==> src/rtl/riscv_alu_arbiter.sv <==
// Two-port round-robin arbiter in front of one shared combinational ALU.
// Each port owns a one-entry response register with valid/ready handshake.
module riscv_alu_arbiter #(
    parameter int XLEN  = 64,
    parameter int CTRLW = 6
) (
    input  logic             i_riscv_alu_arb_clk,
    input  logic             i_riscv_alu_arb_rst_n,

    input  logic             i_riscv_alu_arb_req0_valid,
    output logic             o_riscv_alu_arb_req0_ready,
    input  logic [CTRLW-1:0] i_riscv_alu_arb_req0_ctrl,
    input  logic [XLEN-1:0]  i_riscv_alu_arb_req0_rs1,
    input  logic [XLEN-1:0]  i_riscv_alu_arb_req0_rs2,

    input  logic             i_riscv_alu_arb_req1_valid,
    output logic             o_riscv_alu_arb_req1_ready,
    input  logic [CTRLW-1:0] i_riscv_alu_arb_req1_ctrl,
    input  logic [XLEN-1:0]  i_riscv_alu_arb_req1_rs1,
    input  logic [XLEN-1:0]  i_riscv_alu_arb_req1_rs2,

    output logic             o_riscv_alu_arb_rsp0_valid,
    input  logic             i_riscv_alu_arb_rsp0_ready,
    output logic [XLEN-1:0]  o_riscv_alu_arb_rsp0_result,

    output logic             o_riscv_alu_arb_rsp1_valid,
    input  logic             i_riscv_alu_arb_rsp1_ready,
    output logic [XLEN-1:0]  o_riscv_alu_arb_rsp1_result,

    output logic [CTRLW-1:0] o_riscv_alu_arb_alu_ctrl,
    output logic [XLEN-1:0]  o_riscv_alu_arb_alu_rs1data,
    output logic [XLEN-1:0]  o_riscv_alu_arb_alu_rs2data,
    input  logic [XLEN-1:0]  i_riscv_alu_arb_alu_result,

    output logic             o_riscv_alu_arb_grant_ptr
);

    logic            elig0_p0;
    logic            elig1_p0;
    logic            grant0_p0;
    logic            grant1_p0;

    logic            rsp0_vld_p1;
    logic            rsp1_vld_p1;
    logic [XLEN-1:0] rsp0_result_p1;
    logic [XLEN-1:0] rsp1_result_p1;
    logic            grant_ptr;

    // Stage p0: eligibility, grant and ALU drive (all combinational)
    always_comb begin
        elig0_p0  = i_riscv_alu_arb_req0_valid && (!rsp0_vld_p1 || i_riscv_alu_arb_rsp0_ready);
        elig1_p0  = i_riscv_alu_arb_req1_valid && (!rsp1_vld_p1 || i_riscv_alu_arb_rsp1_ready);
        grant0_p0 = elig0_p0 && (!elig1_p0 || grant_ptr);
        grant1_p0 = elig1_p0 && (!elig0_p0 || !grant_ptr);
    end

    always_comb begin
        o_riscv_alu_arb_alu_ctrl    = '0;
        o_riscv_alu_arb_alu_rs1data = '0;
        o_riscv_alu_arb_alu_rs2data = '0;
        if (grant0_p0) begin
            o_riscv_alu_arb_alu_ctrl    = i_riscv_alu_arb_req0_ctrl;
            o_riscv_alu_arb_alu_rs1data = i_riscv_alu_arb_req0_rs1;
            o_riscv_alu_arb_alu_rs2data = i_riscv_alu_arb_req0_rs2;
        end else if (grant1_p0) begin
            o_riscv_alu_arb_alu_ctrl    = i_riscv_alu_arb_req1_ctrl;
            o_riscv_alu_arb_alu_rs1data = i_riscv_alu_arb_req1_rs1;
            o_riscv_alu_arb_alu_rs2data = i_riscv_alu_arb_req1_rs2;
        end
    end

    assign o_riscv_alu_arb_req0_ready = grant0_p0;
    assign o_riscv_alu_arb_req1_ready = grant1_p0;

    // Stage p1: response registers; a regrant wins over a drain so there is no bubble
    always_ff @(posedge i_riscv_alu_arb_clk or negedge i_riscv_alu_arb_rst_n) begin
        if (!i_riscv_alu_arb_rst_n) begin
            rsp0_vld_p1    <= 1'b0;
            rsp1_vld_p1    <= 1'b0;
            rsp0_result_p1 <= '0;
            rsp1_result_p1 <= '0;
            grant_ptr      <= 1'b1;
        end else begin
            if (grant0_p0) begin
                rsp0_result_p1 <= i_riscv_alu_arb_alu_result;
                rsp0_vld_p1    <= 1'b1;
            end else if (rsp0_vld_p1 && i_riscv_alu_arb_rsp0_ready) begin
                rsp0_vld_p1    <= 1'b0;
            end

            if (grant1_p0) begin
                rsp1_result_p1 <= i_riscv_alu_arb_alu_result;
                rsp1_vld_p1    <= 1'b1;
            end else if (rsp1_vld_p1 && i_riscv_alu_arb_rsp1_ready) begin
                rsp1_vld_p1    <= 1'b0;
            end

            if (grant0_p0) begin
                grant_ptr <= 1'b0;
            end else if (grant1_p0) begin
                grant_ptr <= 1'b1;
            end
        end
    end

    assign o_riscv_alu_arb_rsp0_valid  = rsp0_vld_p1;
    assign o_riscv_alu_arb_rsp1_valid  = rsp1_vld_p1;
    assign o_riscv_alu_arb_rsp0_result = rsp0_result_p1;
    assign o_riscv_alu_arb_rsp1_result = rsp1_result_p1;
    assign o_riscv_alu_arb_grant_ptr   = grant_ptr;

endmodule

==> config.mk <==
export PLATFORM = sky130hd
export DESIGN_NAME = riscv_alu_arbiter
export DESIGN_NICKNAME = d
export VERILOG_FILES = /design/src/rtl/riscv_alu_arbiter.sv
export SDC_FILE = /design/constraint.sdc
export NUM_CORES = 1
export LEC_CHECK = 0
export CORE_AREA = 2 2 237 239
export DETAILED_ROUTE_END_ITERATION = 16
export DIE_AREA = 0 0 239 241
export PLACE_DENSITY_LB_ADDON = 0.3
export SYNTH_ARGS = -nofsm -noshare
export SYNTH_HDL_FRONTEND = slang
export SYNTH_SLANG_ARGS = --single-unit
==> constraint.sdc <==
create_clock -name i_riscv_alu_arb_clk -period 3.3 [get_ports i_riscv_alu_arb_clk]
set_input_delay 0.495 -clock i_riscv_alu_arb_clk [delete_from_list [all_inputs] [get_ports i_riscv_alu_arb_clk]]
set_output_delay 0.495 -clock i_riscv_alu_arb_clk [all_outputs]
set_load 0.02 [all_outputs]
==> results of run 1 <==
## state kept, by name, indices dropped and copies added, names as in the netlist
register,flops
o_riscv_alu_arb_rsp1_valid,1
o_riscv_alu_arb_grant_ptr,1
o_riscv_alu_arb_rsp0_result,64
o_riscv_alu_arb_rsp0_valid,1
o_riscv_alu_arb_rsp1_result,64
## area by class of cell
type / instances / share of cell area [%]
repair buffers: 627 / 46.61
clock buffers: 19 / 3.244
well taps: 704 / 6.309
flip-flops and latches: 131 / 23.49
multi-input cells: 271 / 19.32
clock inverters: 13 / 0.8782
inverters: 3 / 0.1344
diodes: 1 / 0.01792
## worst max-delay path by stage
stage | to | startpoint
floorplan | o_riscv_alu_arb_alu_ctrl[0] | i_riscv_alu_arb_rsp0_ready
detailed placement | o_riscv_alu_arb_alu_ctrl[0] | i_riscv_alu_arb_rsp0_ready
finish | o_riscv_alu_arb_alu_rs2data[49] | i_riscv_alu_arb_rsp0_ready
CTS | o_riscv_alu_arb_alu_ctrl[0] | i_riscv_alu_arb_rsp0_ready
global placement | o_riscv_alu_arb_alu_ctrl[0] | i_riscv_alu_arb_rsp0_ready
global route | o_riscv_alu_arb_alu_rs2data[33] | i_riscv_alu_arb_rsp0_ready
## cells by family after synthesis
kind of cell | count (synthesis) | synth area share [%]
buffers and inverters | 45 | 3.710
AOI/OAI and AO/OA | 138 | 19.68
and+or+nand+nor | 5 | 0.5445
muxes | 128 | 23.23
DFF | 131 | 52.84
## power breakdown
part           internal (mW)  switching, mW  total, mW  leakage, nW
sequential              2.04          0.225       2.27         1.53
combinational           2.12           1.94       4.06         3.78
clock                   1.08          0.762       1.85        0.273
## per-layer routing
layer / track usage, % / up-vias / wire length (um)
met3: 9.550 / 31 / 6267
met1: 14.21 / 3254 / 15080
met2: 19.55 / 369 / 17910
met4: 3.902 / 8 / 898
li1: - / 2958 / -
met5: 0 / - / 55
## through the flow
step                      power, mW  area [um^2]  hold WS, ps  instances
after floorplan               4.007         6206        199.4        447
after global placement        6.355        13320        469.4       1735
after detailed placement      6.357        13320        474.0       1735
after CTS                     8.294        13900        142.8       1767
after global routing          8.580        13960        181.7       1768
final                         8.168        13960        138.6       1769
## cells in the mapped netlist
cell type | instances | area, um^2
buf_2 | 31 | 155.2
dfstp_2 | 1 | 26.28
nand2b_4 | 1 | 13.76
mux2_2 | 103 | 1160
dfrtp_1 | 130 | 3253
nor2b_1 | 1 | 6.260
clkbuf_1 | 8 | 30.03
a22o_1 | 134 | 1174
a31oi_1 | 1 | 6.260
o311ai_4 | 1 | 26.28
inv_2 | 3 | 11.26
buf_6 | 3 | 33.78
nand2b_1 | 1 | 6.260
nand2_1 | 2 | 7.510
a311o_1 | 1 | 10.01
mux2_1 | 25 | 281.5
a21oi_1 | 1 | 5.000
## repair_timing
| item | 4_1_cts | 5_1_grt |
|---|---|---|
| resized for setup | 1 | 11 |
| cloned | 0 | 1 |
| setup endpoints to repair | 1 | 12 |
| pin swaps | 0 | 0 |
| buffers inserted | 0 | 0 |
| hold buffers | 0 | 0 |
==> flow_summary.ini, run 1 <==
[status]
status = completed

[sta]
timing.final.crit_share_pct = 97.47
clock.fmax_mhz = 310.9
timing.final.setup_violations = 0
fin_setup_tns_ps = 0
clock_skew_ps = 9.444
timing.final.crit_period_ps = 3217
drv_slew = 0
finalWorstSetupSlack_ps = 83.45
setup_repair_after_global_routing_missed_its_margin = no
worst_slew_margin_rel_pct = 47.10
final_count_of_hold_timing_violations = 0
worst_pin_slew_ps = 793.5

[cells_and_area]
final_net_count = 1389
area_growth_pct = 125.0
layout.cells.most_common = clkdlybuf4s50_1
multiInputGateArea_um2 = 2698
most-common-layout-cells = 564 x clkdlybuf4s50_1, 134 x a22o_1, 130 x dfrtp_1
sequential_cell_area_um2 = 3279
fraction_of_layout_cells_with_a_size_suffix_above_1_pct = 18.52
final.fill_count = 5783
post-route-util_pct = 25.44

[worst_setup_path]
worst_path_most_repeated_cell = clkdlybuf4s50_1
setup.worst_path.class = in2out
cp_max_fo = 19
cp.arrival_ps = 2720
critical_path.max_stage_delay_ps = 620
worstReg2RegStart = o_riscv_alu_arb_grant_ptr$_DFFE_PN1P_
worst-r2r-setup-slack_ps = 930
endpoint_type_of_the_worst_setup_path = primary output
crit_slowest_cell = clkdlybuf4s50_1
cp_launch_type = primary input
r2r_cells = 4
cpLargestDelayFamily = buffers and inverters
path_cells = clkdlybuf4s50_1 -> nand2b_4 -> a311o_2 -> inv_4 -> buf_6 -> a22o_1 -> clkdlybuf4s50_1
timing.critical_path.depth = 7
r2r-end = o_riscv_alu_arb_rsp1_result[21]$_DFFE_PN0N_
timing.critical_path.buf_inv = 4
timing.critical_path.required_ps = 2800

[clock_tree]
tritoncts = built
htree_num_levels = 4
cts_max_path_buffers = 2
cts_inserted_buffers = 17
cts-root-buf = clkbuf_16
cts.clk_slew.worst_paths_ps = 60
clock_latency_ps = 430
clock-sinks = 131

[floorplanning]
coreArea_um2 = 54880
floorplan.die_area_um2 = 57600
floorplan.die.width_um = 239
rows = 86
ios = 605
die_h_um = 241
initial_util_pct = 11.31

[synthesis]
avg_synthesized_cell_area_um2 = 13.88
synth_net_count = 785
seq_area_frac_synth_pct = 52.84
postSynthRegisterBits = 131
total_of_warnings_raised_by_yosys = 0
post_synth_inst_count = 447
synth.lib_cells_used.distinct = 17
synth_area_um2 = 6206

[power]
ir_drop_mv = 0.5212
p_per_area_nw_per_um2 = 585.0
leakage_nw = 5.579

[placement]
place_ws_ps = -1.689
globalplace.congestion = 0.7415
place.port_buffers = 604
dpl.hpwl_um = 32890

[global_routing]
largest_net_degree_at_the_start_of_global_routing = 60
first_pass_grt_wire_length_um = 52050
first_global_vias = 6793
number_of_antenna_violations_at_the_first_check_in_global_routing = 7
global_route_total_overflow = 0
groute.usage.overall_pct = 12.95

[job]
drv.max_cap_violation_count = 0

[routing]
route.vias.total = 6620
postRouteAntennaNets = 0
post_drt_wl_per_cell_um = 22.73
wl_um = 40220
drt_pass1_iterations = 4
post_drt_via_cell_ratio = 3.742
drc = 0
starting_drc_count_in_detailed_routing = 186

[min_path]
worstHoldPathType = in2async
No activity file was read; power rests on OpenSTA's default activity.
==> run 2, diff against run 1 <==
Settings changed: TNS_END_PERCENT from default to 1.
==> run 2 against run 1 <==
Effect of this change: global-route usage unchanged; register-to-register slack about the same; clock skew about the same; fmax shrank 1.5%; sequential share of layout area about the same; clock power about the same; setup slack got worse by 48 ps; worst hold slack about the same; die area stayed put; largest cell class unchanged; largest power group unchanged.
==> flow_summary.ini, run 2 (synthesis gave the netlist of run 1 again) <==
[power]
leakage_nw = 5.512
ir_drop_mv = 0.5207
p_per_area_nw_per_um2 = 585.4

[floorplanning]
floorplan.die_area_um2 = 57600
ios = 605
floorplan.die.width_um = 239
coreArea_um2 = 54880
initial_util_pct = 11.31
die_h_um = 241
rows = 86

[routing]
postRouteAntennaNets = 0
starting_drc_count_in_detailed_routing = 169
post_drt_via_cell_ratio = 3.721
drt_pass1_iterations = 4
wl_um = 40140
drc = 0
route.vias.total = 6582
post_drt_wl_per_cell_um = 22.69

[clock_tree]
cts_max_path_buffers = 2
clock_latency_ps = 430
clock-sinks = 131
cts_inserted_buffers = 17
cts-root-buf = clkbuf_16
post_cts.repair.setup_buffers = 0
htree_num_levels = 4
tritoncts = built
cts.clk_slew.worst_paths_ps = 60

[worst_setup_path]
setup.worst_path.class = in2out
endpoint_type_of_the_worst_setup_path = primary output
critical_path.max_stage_delay_ps = 630
cpLargestDelayFamily = buffers and inverters
path_cells = clkdlybuf4s50_1 -> nand2b_4 -> a311o_2 -> inv_4 -> buf_6 -> a22o_1 -> clkdlybuf4s50_1
cp_max_fo = 19
timing.critical_path.required_ps = 2800
worst_path_most_repeated_cell = clkdlybuf4s50_1
crit_slowest_cell = clkdlybuf4s50_1
cp_launch_type = primary input
cp.arrival_ps = 2770
timing.critical_path.buf_inv = 4

[job]
drv.max_cap_violation_count = 0

[global_routing]
global_route_total_overflow = 0
number_of_antenna_violations_at_the_first_check_in_global_routing = 7
first_global_vias = 6793
largest_net_degree_at_the_start_of_global_routing = 60
grt_use_met1_pct = 14.21
groute.usage.overall_pct = 12.95
m2_gr_usage_pct = 19.55
first_pass_grt_wire_length_um = 52050
grt_peak_use_layer = met2
met3_usage_pct = 9.550

[placement]
place.port_buffers = 604
dpl.hpwl_um = 32890
globalplace.congestion = 0.7415
place_area_um2 = 13320

[sta]
worst_pin_slew_ps = 793.2
final_count_of_hold_timing_violations = 0
setup_repair_after_global_routing_missed_its_margin = yes
clock.fmax_mhz = 306.3
drv_slew = 0
timing.final.crit_period_ps = 3265
timing.final.setup_violations = 0
worst_slew_margin_rel_pct = 47.12
timing.final.crit_share_pct = 98.93
clock_skew_ps = 9.402

[cells_and_area]
area_growth_pct = 124.7
final_net_count = 1389
post-route-cell-area_um2 = 13950
layout.cells.most_common = clkdlybuf4s50_1
most-common-layout-cells = 569 x clkdlybuf4s50_1, 134 x a22o_1, 130 x dfrtp_1
post-route-util_pct = 25.41
fraction_of_layout_cells_with_a_size_suffix_above_1_pct = 18.52
final.fill_count = 5785

[status]
status = completed

[min_path]
worstHoldPathType = in2async
[run 2: layer usage]
layer  routed length (um)  up-vias
met5                   55        -
met4                  949        8
met3                 6373       33
met2                17830      370
met1                14930     3216
li1                     -     2955
[run 2: repair_timing]
| action | CTS | global route |
|---|---|---|
| endpoints found under the setup margin | 1 | 12 |
| hold buffers | 0 | 0 |
| gates cloned | 0 | 1 |
| resized for setup | 1 | 5 |
[run 2: worst reg2reg max path, stage by stage, from the launching register on]
cell and delay [ps]:
dfstp_2 590, a311o_2 240, buf_4 420, buf_4 550
mux2_2 460
[run 2: worst paths after layout]
path	start	to	slack (ps)	cells after the start
worst min-delay path	i_riscv_alu_arb_rst_n	o_riscv_alu_arb_rsp1_result[45]$_DFFE_PN0N_	140	1
max in group asynchronous	i_riscv_alu_arb_rst_n	o_riscv_alu_arb_rsp0_result[26]$_DFFE_PN0P_	2360	2
worst max register to register	o_riscv_alu_arb_grant_ptr$_DFFE_PN1P_	o_riscv_alu_arb_rsp1_result[21]$_DFFE_PN0N_	930	4
worst max-delay path	i_riscv_alu_arb_rsp0_ready	o_riscv_alu_arb_alu_rs2data[41]	40	7
worst min register to register	o_riscv_alu_arb_rsp0_result[22]$_DFFE_PN0P_	o_riscv_alu_arb_rsp0_result[22]$_DFFE_PN0P_	480	1
min in group i_riscv_alu_arb_clk	o_riscv_alu_arb_rsp0_result[22]$_DFFE_PN0P_	o_riscv_alu_arb_rsp0_result[22]$_DFFE_PN0P_	480	1
[run 2: cell type report]
class                      count  area [um^2]  area share [%]
antenna                        1        2.502         0.01794
sequential                   131         3279           23.52
multi-input combinational    271         2698           19.34
tap                          704        880.8           6.316
inverter                       3        18.77          0.1346
clock buffer                  19        452.9           3.248
timing repair buffer         627         6491           46.55
clock inverter                13        122.6          0.8792
[run 2: report_power, final]
| part | switching, mW | internal, mW |
|---|---|---|
| clock | 0.762 | 1.08 |
| combinational | 1.93 | 2.12 |
| sequential | 0.226 | 2.04 |
| total | 2.92 | 5.24 |
[run 2: metrics by stage]
stage | std cells | hold slack (ps) | setup TNS [ps] | setup slack (ps) | total power [mW]
6_report | 1769 | 138.7 | 0 | 35.48 | 8.164
3_5_place_dp | 1735 | 474.0 | -1.689 | -1.689 | 6.357
5_1_grt | 1768 | 181.7 | -140.0 | -22.12 | 8.580
2_1_floorplan | 447 | 199.4 | 0 | 950.9 | 4.007
3_3_place_gp | 1735 | 469.4 | 0 | 33.31 | 6.355
4_1_cts | 1767 | 142.8 | 0 | 4.045 | 8.294
==> run 3, diff against run 2 <==
Clock period 3.3 ns to 3.9 ns, I/O delays scaled along.
==> run 3 against run 2 <==
Effect of this change: sequential power fell by 16%; clock skew rose by 0.56 ps; final cell count did not move; count of clock-buffer cells in the layout fell by 2; routed wire length fell by 1.1%; clock power fell by 12%; sequential cell count did not move; worst hold slack improved by 130 ps; die area did not move; design area fell by 0.12%; via count fell by 0.62%; highest routed layer unchanged.
==> flow_summary.ini, run 3 (synthesis gave the netlist of run 1 again) <==
[status]
status = completed

[routing]
wirelength_met1_um = 14330
wl_um = 39710
post_drt_wl_per_cell_um = 22.45
highest_layer = met5
drt_pass1_iterations = 4
postRouteAntennaNets = 0
drc = 0
starting_drc_count_in_detailed_routing = 193
met3_routed_length_um = 6782
post_drt_via_cell_ratio = 3.698
route.vias.total = 6541
route.met2.wl_um = 17670

[worst_setup_path]
cp_max_fo = 38
timing.critical_path.required_ps = 3310
endpoint_type_of_the_worst_setup_path = primary output
cp_launch_type = primary input
cp.arrival_ps = 3050
setup.worst_path.class = in2out

[global_routing]
groute.usage.overall_pct = 12.90
first_pass_grt_wire_length_um = 51660
largest_net_degree_at_the_start_of_global_routing = 132
first_global_vias = 6776
number_of_antenna_violations_at_the_first_check_in_global_routing = 11
global_route_total_overflow = 0

[clock_tree]
clock-sinks = 131
htree_num_levels = 4
postCtsResizedCells = 0
cts-root-buf = clkbuf_16
post_cts.repair.setup_buffers = 0
clock_latency_ps = 440
tritoncts = built
cts_max_path_buffers = 2
cts_inserted_buffers = 17
cts.clk_slew.worst_paths_ps = 60
ctsHoldBuffers = 0

[floorplanning]
floorplan.die_area_um2 = 57600
die_h_um = 241
initial_util_pct = 11.31
floorplan.die.width_um = 239
ios = 605
rows = 86
coreArea_um2 = 54880

[sta]
worst_pin_slew_ps = 987.8
setup_repair_after_global_routing_missed_its_margin = no
clock.fmax_mhz = 275.4
worst_slew_margin_rel_pct = 34.14
timing.final.crit_share_pct = 93.12
timing.final.setup_violations = 0
clock_skew_ps = 9.960
fin_setup_tns_ps = 0
drv_slew = 0
final_count_of_hold_timing_violations = 0
timing.final.crit_period_ps = 3632

[placement]
place.port_buffers = 604
place_area_um2 = 13330
dpl.hpwl_um = 32620
globalplace.congestion = 0.7437

[job]
drv.max_cap_violation_count = 0

[cells_and_area]
layout.cells.most_common = clkdlybuf4s50_1
final_net_count = 1388
post-route-cell-area_um2 = 13930
area_growth_pct = 124.5
final.fill_count = 5781
fraction_of_layout_cells_with_a_size_suffix_above_1_pct = 18.28
most-common-layout-cells = 572 x clkdlybuf4s50_1, 134 x a22o_1, 130 x dfrtp_1

[min_path]
worstHoldPathType = in2async

[power]
leakage_nw = 5.465
p_per_area_nw_per_um2 = 499.7
ir_drop_mv = 0.3482
## run 3: cell types whose count changed in the layout (fill, tap and decap cells not counted), sizes merged
cell           delta
clkbuf            -3
bufinv            +2
dlymetal6s2s      -3
diode             +3
inv               -2
clkdlybuf4s50     +3
## run 3: metrics by stage
stage	std cells	total power [mW]	hold WS, ps	util [%]	setup slack (ps)
floorplan	447	3.391	289.4	-	1371
global placement	1735	5.381	470.2	24.30	295.7
detailed placement	1735	5.390	478.4	24.30	280.6
CTS	1765	7.071	293.8	25.36	266.9
global route	1766	7.312	314.6	25.37	199.7
finish	1769	6.960	265.0	25.38	268.3
## run 3: final timing paths
check,from,endpoint,slack (ps),depth (start not counted)
max,i_riscv_alu_arb_rsp0_ready,o_riscv_alu_arb_alu_rs1data[49],270,7
min,i_riscv_alu_arb_rst_n,o_riscv_alu_arb_rsp0_result[45]$_DFFE_PN0P_,260,2
max in group asynchronous,i_riscv_alu_arb_rst_n,o_riscv_alu_arb_rsp1_result[30]$_DFFE_PN0N_,3080,2
min reg2reg,o_riscv_alu_arb_rsp0_result[31]$_DFFE_PN0P_,o_riscv_alu_arb_rsp0_result[31]$_DFFE_PN0P_,490,1
max reg2reg,o_riscv_alu_arb_rsp1_valid$_DFFE_PN0P_,o_riscv_alu_arb_rsp0_result[63]$_DFFE_PN0P_,1620,6
min in group i_riscv_alu_arb_clk,o_riscv_alu_arb_rsp0_result[31]$_DFFE_PN0P_,o_riscv_alu_arb_rsp0_result[31]$_DFFE_PN0P_,490,1
## run 3: worst max-delay path, stage by stage
cell and delay, ps:
clkdlybuf4s50_1 400, nand2b_4 160, a311o_2 430, inv_4 340, buf_12 270, a22o_1 160, clkdlybuf4s50_1 620
## run 3: layout make-up
class | instances | area (um^2) | area share, %
repair buffers | 626 | 6456 | 46.35
flip-flops and latches | 131 | 3279 | 23.54
multi-input cells | 271 | 2698 | 19.37
well taps | 704 | 880.8 | 6.324
clock buffers | 17 | 425.4 | 3.054
clock inverters | 13 | 161.4 | 1.159
inverters | 3 | 18.77 | 0.1347
diodes | 4 | 10.01 | 0.07186
## run 3: layer usage
metal	vias to the layer above	global-route usage, %
li1	2938	-
met3	37	9.402
met1	3176	13.94
met5	-	0
met2	380	19.47
met4	10	4.678
## run 3: where the power goes
group | total, mW | internal (mW) | switching, mW | leakage (nW)
registers | 1.91 | 1.73 | 0.189 | 1.53
clock network | 1.62 | 0.996 | 0.625 | 0.277
logic | 3.42 | 1.79 | 1.63 | 3.66
